**config.mk**
```make
export PLATFORM = sky130hd
export DESIGN_NAME = button_stepper
export DESIGN_NICKNAME = d
export VERILOG_FILES = /design/src/rtl/button_stepper.sv
export SDC_FILE = /design/constraint.sdc
export NUM_CORES = 1
export LEC_CHECK = 0
export BUFFER_PORTS_ARGS = -buffer_cell sky130_fd_sc_hd__buf_2
export CELL_PAD_IN_SITES_DETAIL_PLACEMENT = 1
export CELL_PAD_IN_SITES_GLOBAL_PLACEMENT = 2
export CORE_MARGIN = 2
export CORE_UTILIZATION = 40
export CTS_CLUSTER_SIZE = 25
export DETAILED_ROUTE_END_ITERATION = 8
export PLACE_DENSITY = 0.87
export SETUP_SLACK_MARGIN = 0.02
export SKIP_LAST_GASP = 1
export SLEW_MARGIN = 20
export SYNTH_ARGS = -nofsm -noshare
export SYNTH_HDL_FRONTEND = slang
export SYNTH_SLANG_ARGS = --single-unit
export TNS_END_PERCENT = 20
```
**constraint.sdc**
```tcl
create_clock -name clk -period 4 [get_ports clk]
set_clock_uncertainty 0.1 [all_clocks]
set_input_delay 1.2 -clock clk [delete_from_list [all_inputs] [get_ports clk]]
set_output_delay 1.2 -clock clk [all_outputs]
set_load 0.05 [all_outputs]
```
**src/rtl/button_stepper.sv**
```systemverilog
// Debounced push-button that steps a one-hot LED position up or down,
// with hold-to-auto-repeat after a long press.
module button_stepper #(
   parameter int DEBOUNCE_CYCLES = 120000,
   parameter int HOLD_CYCLES     = 6000000,
   parameter int REPEAT_CYCLES   = 2400000
) (
   input  logic       clk,
   input  logic       rst,
   input  logic       btn_n,
   input  logic       dir,
   output logic       LED1,
   output logic       LED2,
   output logic       LED3,
   output logic       LED4,
   output logic       LED5,
   output logic [1:0] index,
   output logic       step
);

   localparam int MAX_A      = (DEBOUNCE_CYCLES > HOLD_CYCLES) ? DEBOUNCE_CYCLES : HOLD_CYCLES;
   localparam int MAX_CYCLES = (MAX_A > REPEAT_CYCLES) ? MAX_A : REPEAT_CYCLES;
   localparam int CW         = $clog2(MAX_CYCLES);

   localparam logic [CW-1:0] DB_LAST   = CW'(DEBOUNCE_CYCLES - 1);
   localparam logic [CW-1:0] HOLD_LAST = CW'(HOLD_CYCLES - 1);
   localparam logic [CW-1:0] REP_LAST  = CW'(REPEAT_CYCLES - 1);
   localparam logic [CW-1:0] CNT_ZERO  = CW'(0);
   localparam logic [CW-1:0] CNT_ONE   = CW'(1);

   localparam logic [2:0] S_IDLE       = 3'd0;
   localparam logic [2:0] S_DB_PRESS   = 3'd1;
   localparam logic [2:0] S_PRESSED    = 3'd2;
   localparam logic [2:0] S_REPEAT     = 3'd3;
   localparam logic [2:0] S_DB_RELEASE = 3'd4;

   logic          r_btn_meta, r_btn_sync, r_dir_meta, r_dir_sync;
   logic [2:0]    r_state;
   logic [CW-1:0] r_cnt;
   logic          r_held, r_step;
   logic [1:0]    r_index;
   logic [3:0]    r_led;

   logic          w_btn_s;
   logic [2:0]    w_state_nxt;
   logic [CW-1:0] w_cnt_nxt;
   logic          w_held_nxt, w_step_nxt;
   logic [1:0]    w_index_nxt;

   assign w_btn_s = ~r_btn_sync;

   // Two-flop synchronizers; reset to the released / up positions.
   always_ff @(posedge clk) begin
      if (rst) begin
         r_btn_meta <= 1'b1;
         r_btn_sync <= 1'b1;
         r_dir_meta <= 1'b0;
         r_dir_sync <= 1'b0;
      end else begin
         r_btn_meta <= btn_n;
         r_btn_sync <= r_btn_meta;
         r_dir_meta <= dir;
         r_dir_sync <= r_dir_meta;
      end
   end

   // Next-state logic; a release always beats a coincident step.
   always_comb begin
      w_state_nxt = r_state;
      w_cnt_nxt   = r_cnt + CNT_ONE;
      w_held_nxt  = r_held;
      w_step_nxt  = 1'b0;
      case (r_state)
         S_IDLE: begin
            w_cnt_nxt = CNT_ZERO;
            if (w_btn_s) begin
               w_state_nxt = S_DB_PRESS;
            end else begin
               w_state_nxt = S_IDLE;
            end
         end
         S_DB_PRESS: begin
            if (!w_btn_s) begin
               w_state_nxt = S_IDLE;
               w_cnt_nxt   = CNT_ZERO;
            end else if (r_cnt == DB_LAST) begin
               w_state_nxt = S_PRESSED;
               w_cnt_nxt   = CNT_ZERO;
               w_step_nxt  = 1'b1;
            end else begin
               w_state_nxt = S_DB_PRESS;
            end
         end
         S_PRESSED: begin
            if (!w_btn_s) begin
               w_state_nxt = S_DB_RELEASE;
               w_cnt_nxt   = CNT_ZERO;
            end else if (r_cnt == HOLD_LAST) begin
               w_state_nxt = S_REPEAT;
               w_cnt_nxt   = CNT_ZERO;
               w_step_nxt  = 1'b1;
               w_held_nxt  = 1'b1;
            end else begin
               w_state_nxt = S_PRESSED;
            end
         end
         S_REPEAT: begin
            if (!w_btn_s) begin
               w_state_nxt = S_DB_RELEASE;
               w_cnt_nxt   = CNT_ZERO;
            end else if (r_cnt == REP_LAST) begin
               w_cnt_nxt  = CNT_ZERO;
               w_step_nxt = 1'b1;
            end else begin
               w_state_nxt = S_REPEAT;
            end
         end
         S_DB_RELEASE: begin
            if (w_btn_s) begin
               w_cnt_nxt = CNT_ZERO;
            end else if (r_cnt == DB_LAST) begin
               w_state_nxt = S_IDLE;
               w_cnt_nxt   = CNT_ZERO;
               w_held_nxt  = 1'b0;
            end else begin
               w_state_nxt = S_DB_RELEASE;
            end
         end
         default: begin
            w_state_nxt = S_IDLE;
            w_cnt_nxt   = CNT_ZERO;
            w_held_nxt  = 1'b0;
         end
      endcase

      if (w_step_nxt) begin
         if (r_dir_sync) begin
            w_index_nxt = r_index - 2'd1;
         end else begin
            w_index_nxt = r_index + 2'd1;
         end
      end else begin
         w_index_nxt = r_index;
      end
   end

   // State, counter and registered outputs; LEDs track the new index.
   always_ff @(posedge clk) begin
      if (rst) begin
         r_state <= S_IDLE;
         r_cnt   <= CNT_ZERO;
         r_held  <= 1'b0;
         r_step  <= 1'b0;
         r_index <= 2'd0;
         r_led   <= 4'b0001;
      end else begin
         r_state <= w_state_nxt;
         r_cnt   <= w_cnt_nxt;
         r_held  <= w_held_nxt;
         r_step  <= w_step_nxt;
         r_index <= w_index_nxt;
         r_led   <= 4'b0001 << w_index_nxt;
      end
   end

   assign LED1  = r_led[0];
   assign LED2  = r_led[1];
   assign LED3  = r_led[2];
   assign LED4  = r_led[3];
   assign LED5  = r_held;
   assign index = r_index;
   assign step  = r_step;

endmodule

```
==> results.py <==
metrics = {
    "status": {
        "status": "completed",
    },
    "cells_and_area": {
        "fin_cells": 292,
        "n_fill_cell": 573,
        "drive_gt1_share_pct": 16.9,
        "area_growth_pct": 10.3,
        "antenna_cells": 0,
        "fin_nets": 230,
    },
    "yosys": {
        "synthCells": 216,
        "avgSynthCellArea_um2": 9.02,
        "ys_ff_latch": 38,
        "yosysSeqAreaShare_pct": 39.0,
        "netlist-cell-type-count": 49,
        "synthesis.area_mm2": 0.00195,
        "synth_edf_count": 0,
        "synth_top_flop_cell": "dfxtp_1",
        "async_flop_share_pct": 0,
        "synth_nets": 221,
        "synth.yosys.warnings": 0,
    },
    "cts": {
        "htreeDepth": 2,
        "clkSlewWorstSetupHoldPaths_ns": 0.07,
        "insertion_delay_ns": 0.29,
        "cts.sinks": 38,
        "numCtsBuffers": 5,
        "clockBufferDepth": 2,
        "cts_setup_buffers": 0,
        "post_cts_resized": 0,
        "root_buffer": "clkbuf_8",
        "holdBufCountCts": 0,
        "cts_tree": "done",
    },
    "place": {
        "port-buffer-count": 11,
        "place_hpwl_um": 2940,
        "placedCellCount": 285,
        "gp_congestion": 0.759,
    },
    "worst_setup_path": {
        "slowest_stage": "o31a_2",
        "worstPathArrival_ns": 2.76,
        "criticalPathCategory": "input pin to flip-flop",
        "path_cells": "buf_2 -> or3_1 -> or2_2 -> o31a_2 -> nor2_1",
        "r2r-start": "r_cnt[0]$_SDFF_PP0_",
        "startpoint_type": "input pin",
        "path_max_fanout": 23,
        "critical-path-max-stage-delay_ns": 0.51,
        "startpoint": "rst",
        "critical_path.top_delay_family": "simple AND/OR/NAND/NOR gates",
        "path_buf_inv": 1,
        "worstSetupEndpointType": "flip-flop",
        "worst-endpoint-required_ns": 4.13,
    },
    "min_path": {
        "hold_path.startpoint": "r_btn_meta$_SDFF_PP1_",
        "min_path_type": "flip-flop to flip-flop",
    },
    "drt": {
        "met1_length_um": 2010,
        "firstDrtPassIters": 4,
        "ant_nets": 0,
        "route.detailed.drc": 0,
        "routed_wl_um": 3990,
        "dr_wl_met2_um": 1840,
        "dr.first_iter.drc_count": 68,
        "routedWlPerCell_um": 13.7,
        "dr_wl_met3_um": 89,
        "vias": 1503,
        "via_per_inst": 5.15,
        "routed.top_layer": "met4",
    },
    "timing": {
        "finalSetupTns_ns": 0,
        "tightest_slew_ns": 0.491,
        "period_needed_ns": 2.63,
        "finalHoldViolCount": 0,
        "drv_slew": 0,
        "relSlewSlack_pct": 67.2,
        "rsz0062_at_grt": "no",
        "final-setup-viol-count": 0,
        "max_freq_ghz": 0.380,
        "timing.final.crit_share_pct": 65.7,
    },
    "floorplanning": {
        "core_mm2": 0.00472,
        "rows": 25,
        "start_util_pct": 41.2,
        "die_area_mm2": 0.00544,
        "dieWidth_um": 73.8,
        "die-height_um": 73.8,
        "io_pins": 12,
    },
    "grt": {
        "overflow": 0,
        "grt_pass1_vias": 1461,
        "gr-usage-all-layers_pct": 16.7,
        "antenna_found_initial": 0,
        "grt_max_degree": 24,
        "grt_pass1_wl_um": 6930,
    },
    "job": {
        "maxCapViolations": 0,
    },
    "power": {
        "irDropWorstVdd_uv": 163,
        "p_leak_nw": 0.732,
        "p_per_area_mw_per_mm2": 339,
    },
}
[sequential cells by signal (all words and copies together), names as in the netlist]
| register | flops |
|---|---|
| LED5 | 1 |
| index | 2 |
| r_btn_meta | 1 |
| r_btn_sync | 1 |
| r_cnt | 23 |
| r_dir_meta | 1 |
| r_dir_sync | 1 |
| r_led | 4 |
| r_state | 3 |
| step | 1 |
[power by group]
group	switching [W]	total (W)	internal (W)
Clock	0.000136	0.000335	0.000199
Combinational	0.00000583	0.0000113	0.00000542
Sequential	0.00000179	0.000382	0.000380
Total	0.000143	0.000728	0.000585
[stage by stage]
step	hold WS (ns)	utilization [%]	setup slack, ns	cell area, um2	power (W)
2_1_floorplan	0.289	-	1.39	1950	0.000399
3_3_place_gp	0.298	43.1	1.06	2040	0.000402
3_5_place_dp	0.299	43.1	1.03	2040	0.000402
4_1_cts	0.316	45.5	1.35	2150	0.000739
5_1_grt	0.326	45.5	1.25	2150	0.000753
6_report	0.313	45.5	1.37	2150	0.000728
[cell type report]
cell class / instances / area (um2) / area share (%)
clock buffers: 6 / 82.6 / 3.84
clock inverters: 1 / 30.0 / 1.40
inverters: 8 / 30.0 / 1.40
multi-input cells: 161 / 1110 / 51.5
flip-flops and latches: 38 / 761 / 35.4
well taps: 67 / 83.8 / 3.90
repair buffers: 11 / 55.1 / 2.56
[Yosys cell counts (all sizes together) (5+ instances only)]
cell    number  area (um2)
and3         8        50.1
nand2        8        30.0
clkbuf       5        18.8
inv          8        30.0
xnor2        9        78.8
nor3        11        60.1
or2          6        37.5
nand3       13        70.1
dfxtp       38         761
xor2        14         123
nor2        35         131
[final timing paths]
path	end	slack (ns)	cells after the start
hold reg to reg	r_btn_sync$_SDFF_PP1_	0.31	1
setup / recovery	r_cnt[7]$_SDFF_PP0_	1.37	5
setup reg to reg	r_led[2]$_SDFF_PP0_	1.59	6
hold / removal	r_btn_sync$_SDFF_PP1_	0.31	1
[cell usage in the layout (no fill, tap or decap), types with 2 or more instances in the layout]
cell	netlist	layout
a21oi_1	2	2
nand4b_1	4	4
nor2_1	35	35
a211oi_1	2	2
and4_1	4	4
or4_4	2	2
xor2_1	14	14
and3_1	8	8
or2_2	6	6
nand2b_1	4	4
nand3_1	12	12
nor2b_1	3	3
dfxtp_1	38	38
xnor2_1	9	9
buf_2	2	11
mux2i_1	4	4
nor3_1	10	10
or3_1	3	3
inv_1	8	8
mux2_4	2	2
clkbuf_8	0	6
nand4_1	4	4
nand2_1	8	8
[logic make-up after synthesis]
group / synth area share [%]
buffers and inverters: 4.17
XOR/XNOR: 10.3
AND/OR/NAND/NOR: 35.7
flip-flops: 39.0
adder cells (fa/ha/maj): 0.642
multiplexers: 3.60
AO/OA/AOI/OAI: 6.49
[per-layer routing]
layer,up-vias,global-route usage (%)
met5,-,0
met4,0,6.67
met3,5,4.53
met2,15,26.0
met1,712,22.0
li1,771,-
Power figures use the tool's default switching activity.
